<file path="config.mk">
export PLATFORM = sky130hd
export DESIGN_NAME = carrier_nco
export DESIGN_NICKNAME = d
export VERILOG_FILES = /design/src/rtl/carrier_nco.sv
export SDC_FILE = /design/constraint.sdc
export NUM_CORES = 1
export LEC_CHECK = 0
export CORE_MARGIN = 5
export CORE_UTILIZATION = 60
export CTS_BUF_LIST = sky130_fd_sc_hd__clkbuf_4 sky130_fd_sc_hd__clkbuf_8 sky130_fd_sc_hd__clkbuf_16
export DETAILED_ROUTE_END_ITERATION = 8
export PLACE_DENSITY = 0.87
export SETUP_SLACK_MARGIN = 0.05
export SLEW_MARGIN = 5
export SYNTH_ARGS = -nofsm -noshare
export SYNTH_HDL_FRONTEND = slang
export SYNTH_SLANG_ARGS = --single-unit
</file>
<file path="constraint.sdc">
create_clock -name clk -period 8.71 [get_ports clk]
set_input_delay 1.742 -clock clk [delete_from_list [all_inputs] [get_ports clk]]
set_output_delay 1.742 -clock clk [all_outputs]
set_load 0.03 [all_outputs]
</file>
<file path="src/rtl/carrier_nco.sv">
// Carrier-loop NCO: the center frequency plus the loop-filter correction drives a 32-bit phase
// accumulator. It also paces the detectors and the loop filter with the ddcSync decimation strobe.
module carrier_nco #(
  parameter logic [11:0] BASE_ADDR = 12'h100
) (
  input  logic        clk,
  input  logic        reset,
  input  logic        wr0,
  input  logic        wr1,
  input  logic        wr2,
  input  logic        wr3,
  input  logic [11:0] addr,
  input  logic [31:0] din,
  output logic [31:0] dout,
  input  logic [31:0] carrierFreqOffset,
  input  logic        carrierFreqEn,
  output logic [15:0] ncoPhase,
  output logic [31:0] freqWord,
  output logic        ddcSync
);

  localparam logic [3:0] OFS_CENTER = 4'h0;
  localparam logic [3:0] OFS_CTRL   = 4'h4;
  localparam logic [3:0] OFS_DEC    = 4'h8;
  localparam logic [3:0] OFS_FREQ   = 4'hC;

  logic        selected;
  logic [3:0]  regOfs;
  logic [3:0]  byteWr;
  logic        decWr;
  logic        phaseClear;

  logic [31:0] centerFreq;
  logic        offsetEnable;
  logic        invertOffset;
  logic [15:0] decRatio;

  logic [31:0] offsetReg;
  logic [31:0] term;
  logic [31:0] phaseAcc;
  logic [15:0] decCount;

  assign selected   = (addr[11:4] == BASE_ADDR[11:4]);
  assign regOfs     = addr[3:0];
  assign byteWr     = selected ? {wr3, wr2, wr1, wr0} : 4'b0000;
  assign decWr      = (regOfs == OFS_DEC) && (|byteWr);
  // phaseClear is a command, not stored state: it acts on the edge that samples the write.
  assign phaseClear = (regOfs == OFS_CTRL) && byteWr[0] && din[2];

  // NOTE: sequential state uses non-blocking (<=) so every register samples pre-edge values.
  always_ff @(posedge clk or posedge reset) begin
    if (reset) begin
      centerFreq   <= '0;
      offsetEnable <= 1'b0;
      invertOffset <= 1'b0;
      decRatio     <= '0;
    end else begin
      for (int b = 0; b < 4; b++) begin
        if (byteWr[b] && regOfs == OFS_CENTER) centerFreq[8*b +: 8] <= din[8*b +: 8];
      end
      for (int b = 0; b < 2; b++) begin
        if (byteWr[b] && regOfs == OFS_DEC) decRatio[8*b +: 8] <= din[8*b +: 8];
      end
      if (byteWr[0] && regOfs == OFS_CTRL) begin
        offsetEnable <= din[0];
        invertOffset <= din[1];
      end
    end
  end

  // NOTE: every always_comb output gets a default first so no path can infer a latch.
  always_comb begin
    term = '0;
    if (offsetEnable) term = invertOffset ? -offsetReg : offsetReg;
  end

  always_ff @(posedge clk or posedge reset) begin
    if (reset) begin
      offsetReg <= '0;
      freqWord  <= '0;
      phaseAcc  <= '0;
    end else begin
      if (carrierFreqEn) offsetReg <= carrierFreqOffset;
      freqWord <= centerFreq + term;
      if (phaseClear) phaseAcc <= '0;
      else            phaseAcc <= phaseAcc + freqWord;
    end
  end

  // A decRatio write zeroes the counter so the next edge starts a fresh period.
  always_ff @(posedge clk or posedge reset) begin
    if (reset) begin
      decCount <= '0;
      ddcSync  <= 1'b0;
    end else if (decWr) begin
      decCount <= '0;
      ddcSync  <= 1'b0;
    end else if (decCount == 16'd0) begin
      decCount <= decRatio;
      ddcSync  <= 1'b1;
    end else begin
      decCount <= decCount - 16'd1;
      ddcSync  <= 1'b0;
    end
  end

  assign ncoPhase = phaseAcc[31:16];

  always_comb begin
    dout = '0;
    if (selected) begin
      case (regOfs)
        OFS_CENTER: dout = centerFreq;
        OFS_CTRL:   dout = {30'd0, invertOffset, offsetEnable};
        OFS_DEC:    dout = {16'd0, decRatio};
        OFS_FREQ:   dout = freqWord;
        default:    dout = '0;
      endcase
    end
  end

endmodule

</file>
==> metrics.yaml <==
routed_via_density: 6.23
cts_tree: "done"
clock_latency_ps: 430
ant_nets: 0
drive_above_1_share_pct: 11.2
yosys-top-cells-count: "163 x dfrtp_1, 89 x nor2_1, 82 x a21oi_1"
synth_enable_flop_cells: 0
yosys.area.top_type_share_pct: 37.6
setup_viol: 0
antenna_found_initial: 1
totalWireLength_um: 29400
peakVddDrop_mv: 0.208
cp-end-kind: "output pin"
cts_resized: 0
clkPwrFrac_pct: 34.1
synthArstFlopShare_pct: 100
combPwrFrac_pct: 26.5
drt_pass1_iterations: 5
areaGrowthSynthToFinish_pct: 20.9
fin_tns_setup_ps: 0
cp_max_fo: 32
cts_setup_buffers: 0
final_area_um2: 13100
cts.clk_slew.worst_paths_ps: 60
die_area_um2: 20900
placed_area_um2: 12500
worst_path_most_repeated_cell: "clkdlybuf4s50_1"
p_sw_w: 0.000728
io_pins: 164
port_buffers: 163
crit_family: "simple AND/OR/NAND/NOR gates"
cap_violations: 0
tightest_slew_ps: 1270
rsz0062_at_grt: "false"
path_class: "in -> out"
vias: 9352
regToRegSetupSlack_ps: 4150
grt_pass1_wl_um: 46600
cellPowerDensity_nw_per_um2: 177
place_congestion: 0.959
cts_buffer_depth: 2
cts-root-buf: "clkbuf_16"
syn_inst: 1144
path_cells: "clkdlybuf4s50_1 -> nor4_1 -> and4b_1 -> nand2_1 -> a21oi_1 -> clkdlybuf4s50_1"
die_h_um: 144
layout.nets: 1409
post_drt_wl_per_cell_um: 19.6
slew_viol_final: 0
dieWidth_um: 144
cpPeakStageDelay_ps: 770
ys_ff_latch: 163
synth_flop_cell: "dfrtp_1"
holdBufCountCts: 0
synth_top_area_cell: "dfrtp_1"
start_util_pct: 60.6
fmax_ghz: 0.153
power_frac_seq_pct: 39.4
cp_slowest_cell: "nand2_1"
ys_top_cells_by_area: "dfrtp_1 38%, mux2_2 8.3%, ha_1 7.5%, xnor2_1 5.7%, a21oi_1 3.8%"
drt-initial-drc-count: 866
critPathRequiredTime_ps: 6970
syn_area_um2: 10800
path_buf_inv: 2
grt_pass1_vias: 9041
rows: 49
p_total_w: 0.00232
clock_sinks: 163
status: "finished clean"
ys_types: 71
syn_nets: 1294
switching_share_pct: 31.3
ys_seq_area_share_pct: 37.6
dp_slack_ps: 2180
hpwl_um: 22100
avgSynthCellArea_um2: 9.48
worst_clock_skew_ps: 10.3
grt_remaining_overflow: 0
timing.slew.headroom_pct: 15.4
remaining_drc_errors: 0
hold_viol: 0
arrival_ps: 4780
internal-power_w: 0.00160
n_fill_cell: 1296
ctsHtreeMaxLevel: 4
coreArea_um2: 17900
synth.most_common_cell: "dfrtp_1"
p_leak_nw: 5.69
hold_class: "reg -> reg"
min_period_ps: 6520
fin_ws_ps: 2190
synth_warnings: 0
cp-start-kind: "input port"
grt_max_degree: 114
grt_use_total_pct: 28.4
cts_buffers: 17
finalCritPeriodShare_pct: 74.9
[layout by cell type (no fill, tap or decap), types with 13 or more instances in the layout]
cell type        instances
dfrtp_1                163
clkdlybuf4s50_1        163
nor2_1                  89
a21oi_1                 82
mux2_2                  80
nand2_1                 78
xnor2_1                 71
ha_1                    65
o21ai_0                 46
and2_1                  35
a22oi_1                 34
a21o_1                  29
a211oi_1                25
inv_1                   23
nand3_1                 22
xor2_1                  18
clkbuf_16               17
o31ai_1                 16
nand4_1                 15
nand2b_1                13
a31oi_1                 13
nor3_1                  13
[cell type report]
class | instances | area, µm² | area share (%)
clock buffers | 22 | 482 | 3.67
inverters | 24 | 95.1 | 0.725
flip-flops and latches | 163 | 4080 | 31.1
repair buffers | 169 | 1680 | 12.8
multi-input cells | 884 | 6340 | 48.4
well taps | 229 | 287 | 2.19
diodes | 1 | 2.50 | 0.0191
clock inverters | 10 | 146 | 1.12
[through the flow]
| step | instances | util [%] | hold slack [ps] |
|---|---|---|---|
| final | 1502 | 73.2 | 535 |
| after global routing | 1502 | 73.2 | 555 |
| after CTS | 1501 | 73.2 | 529 |
| after detailed placement | 1469 | 69.7 | 477 |
| after global placement | 1469 | 69.7 | 472 |
| after floorplan | 1144 | - | 448 |
[cell families (layout without fill, tap and decap cells)]
logic type      count (synthesis)  after routing  synth area share [%]
mux                            86             86                  8.86
simple gates                  333            333                  15.4
compound gates                309            309                  19.1
xor+xnor                       89             89                  7.19
flops                         163            163                  37.6
other cells                     0              1                     0
fa+ha+maj                      67             67                  7.87
buf+inv                        97            225                  3.96
[per-layer routing]
metal  wire length (µm)  share of wire [%]  global-route usage [%]
met1              12000                 41                    37.7
met2              13800                 47                    45.4
met3               2550                8.7                    6.58
met4               1050                3.6                    10.9
met5                  0                  0                       0
[sequential cells by signal, summed over array words and instances (netlist names)]
name,cells
centerFreq,32
ddcSync,1
offsetReg,32
freqWord,32
decCount,16
phaseAcc,32
invertOffset,1
offsetEnable,1
decRatio,16
[path summary, 6_finish.rpt]
path | start | to | depth (start not counted)
worst min-delay path | decCount[0] | decCount[0] | 1
worst max register to register | offsetReg[13] | freqWord[31] | 13
min in group asynchronous | reset | offsetEnable | 2
max in group asynchronous | reset | phaseAcc[1] | 3
worst min register to register | decCount[0] | decCount[0] | 1
worst max-delay path | addr[5] | dout[6] | 6
[power by group through the flow]
stage	logic, W	clock network (W)	registers, W
2_1_floorplan	0.000471	0	0.000908
3_3_place_gp	0.000592	0	0.000921
3_5_place_dp	0.000607	0	0.000926
4_1_cts	0.000610	0.000803	0.000913
5_1_grt	0.000675	0.000835	0.000924
6_report	0.000615	0.000793	0.000915
No activity file was read; power rests on OpenSTA's default activity.
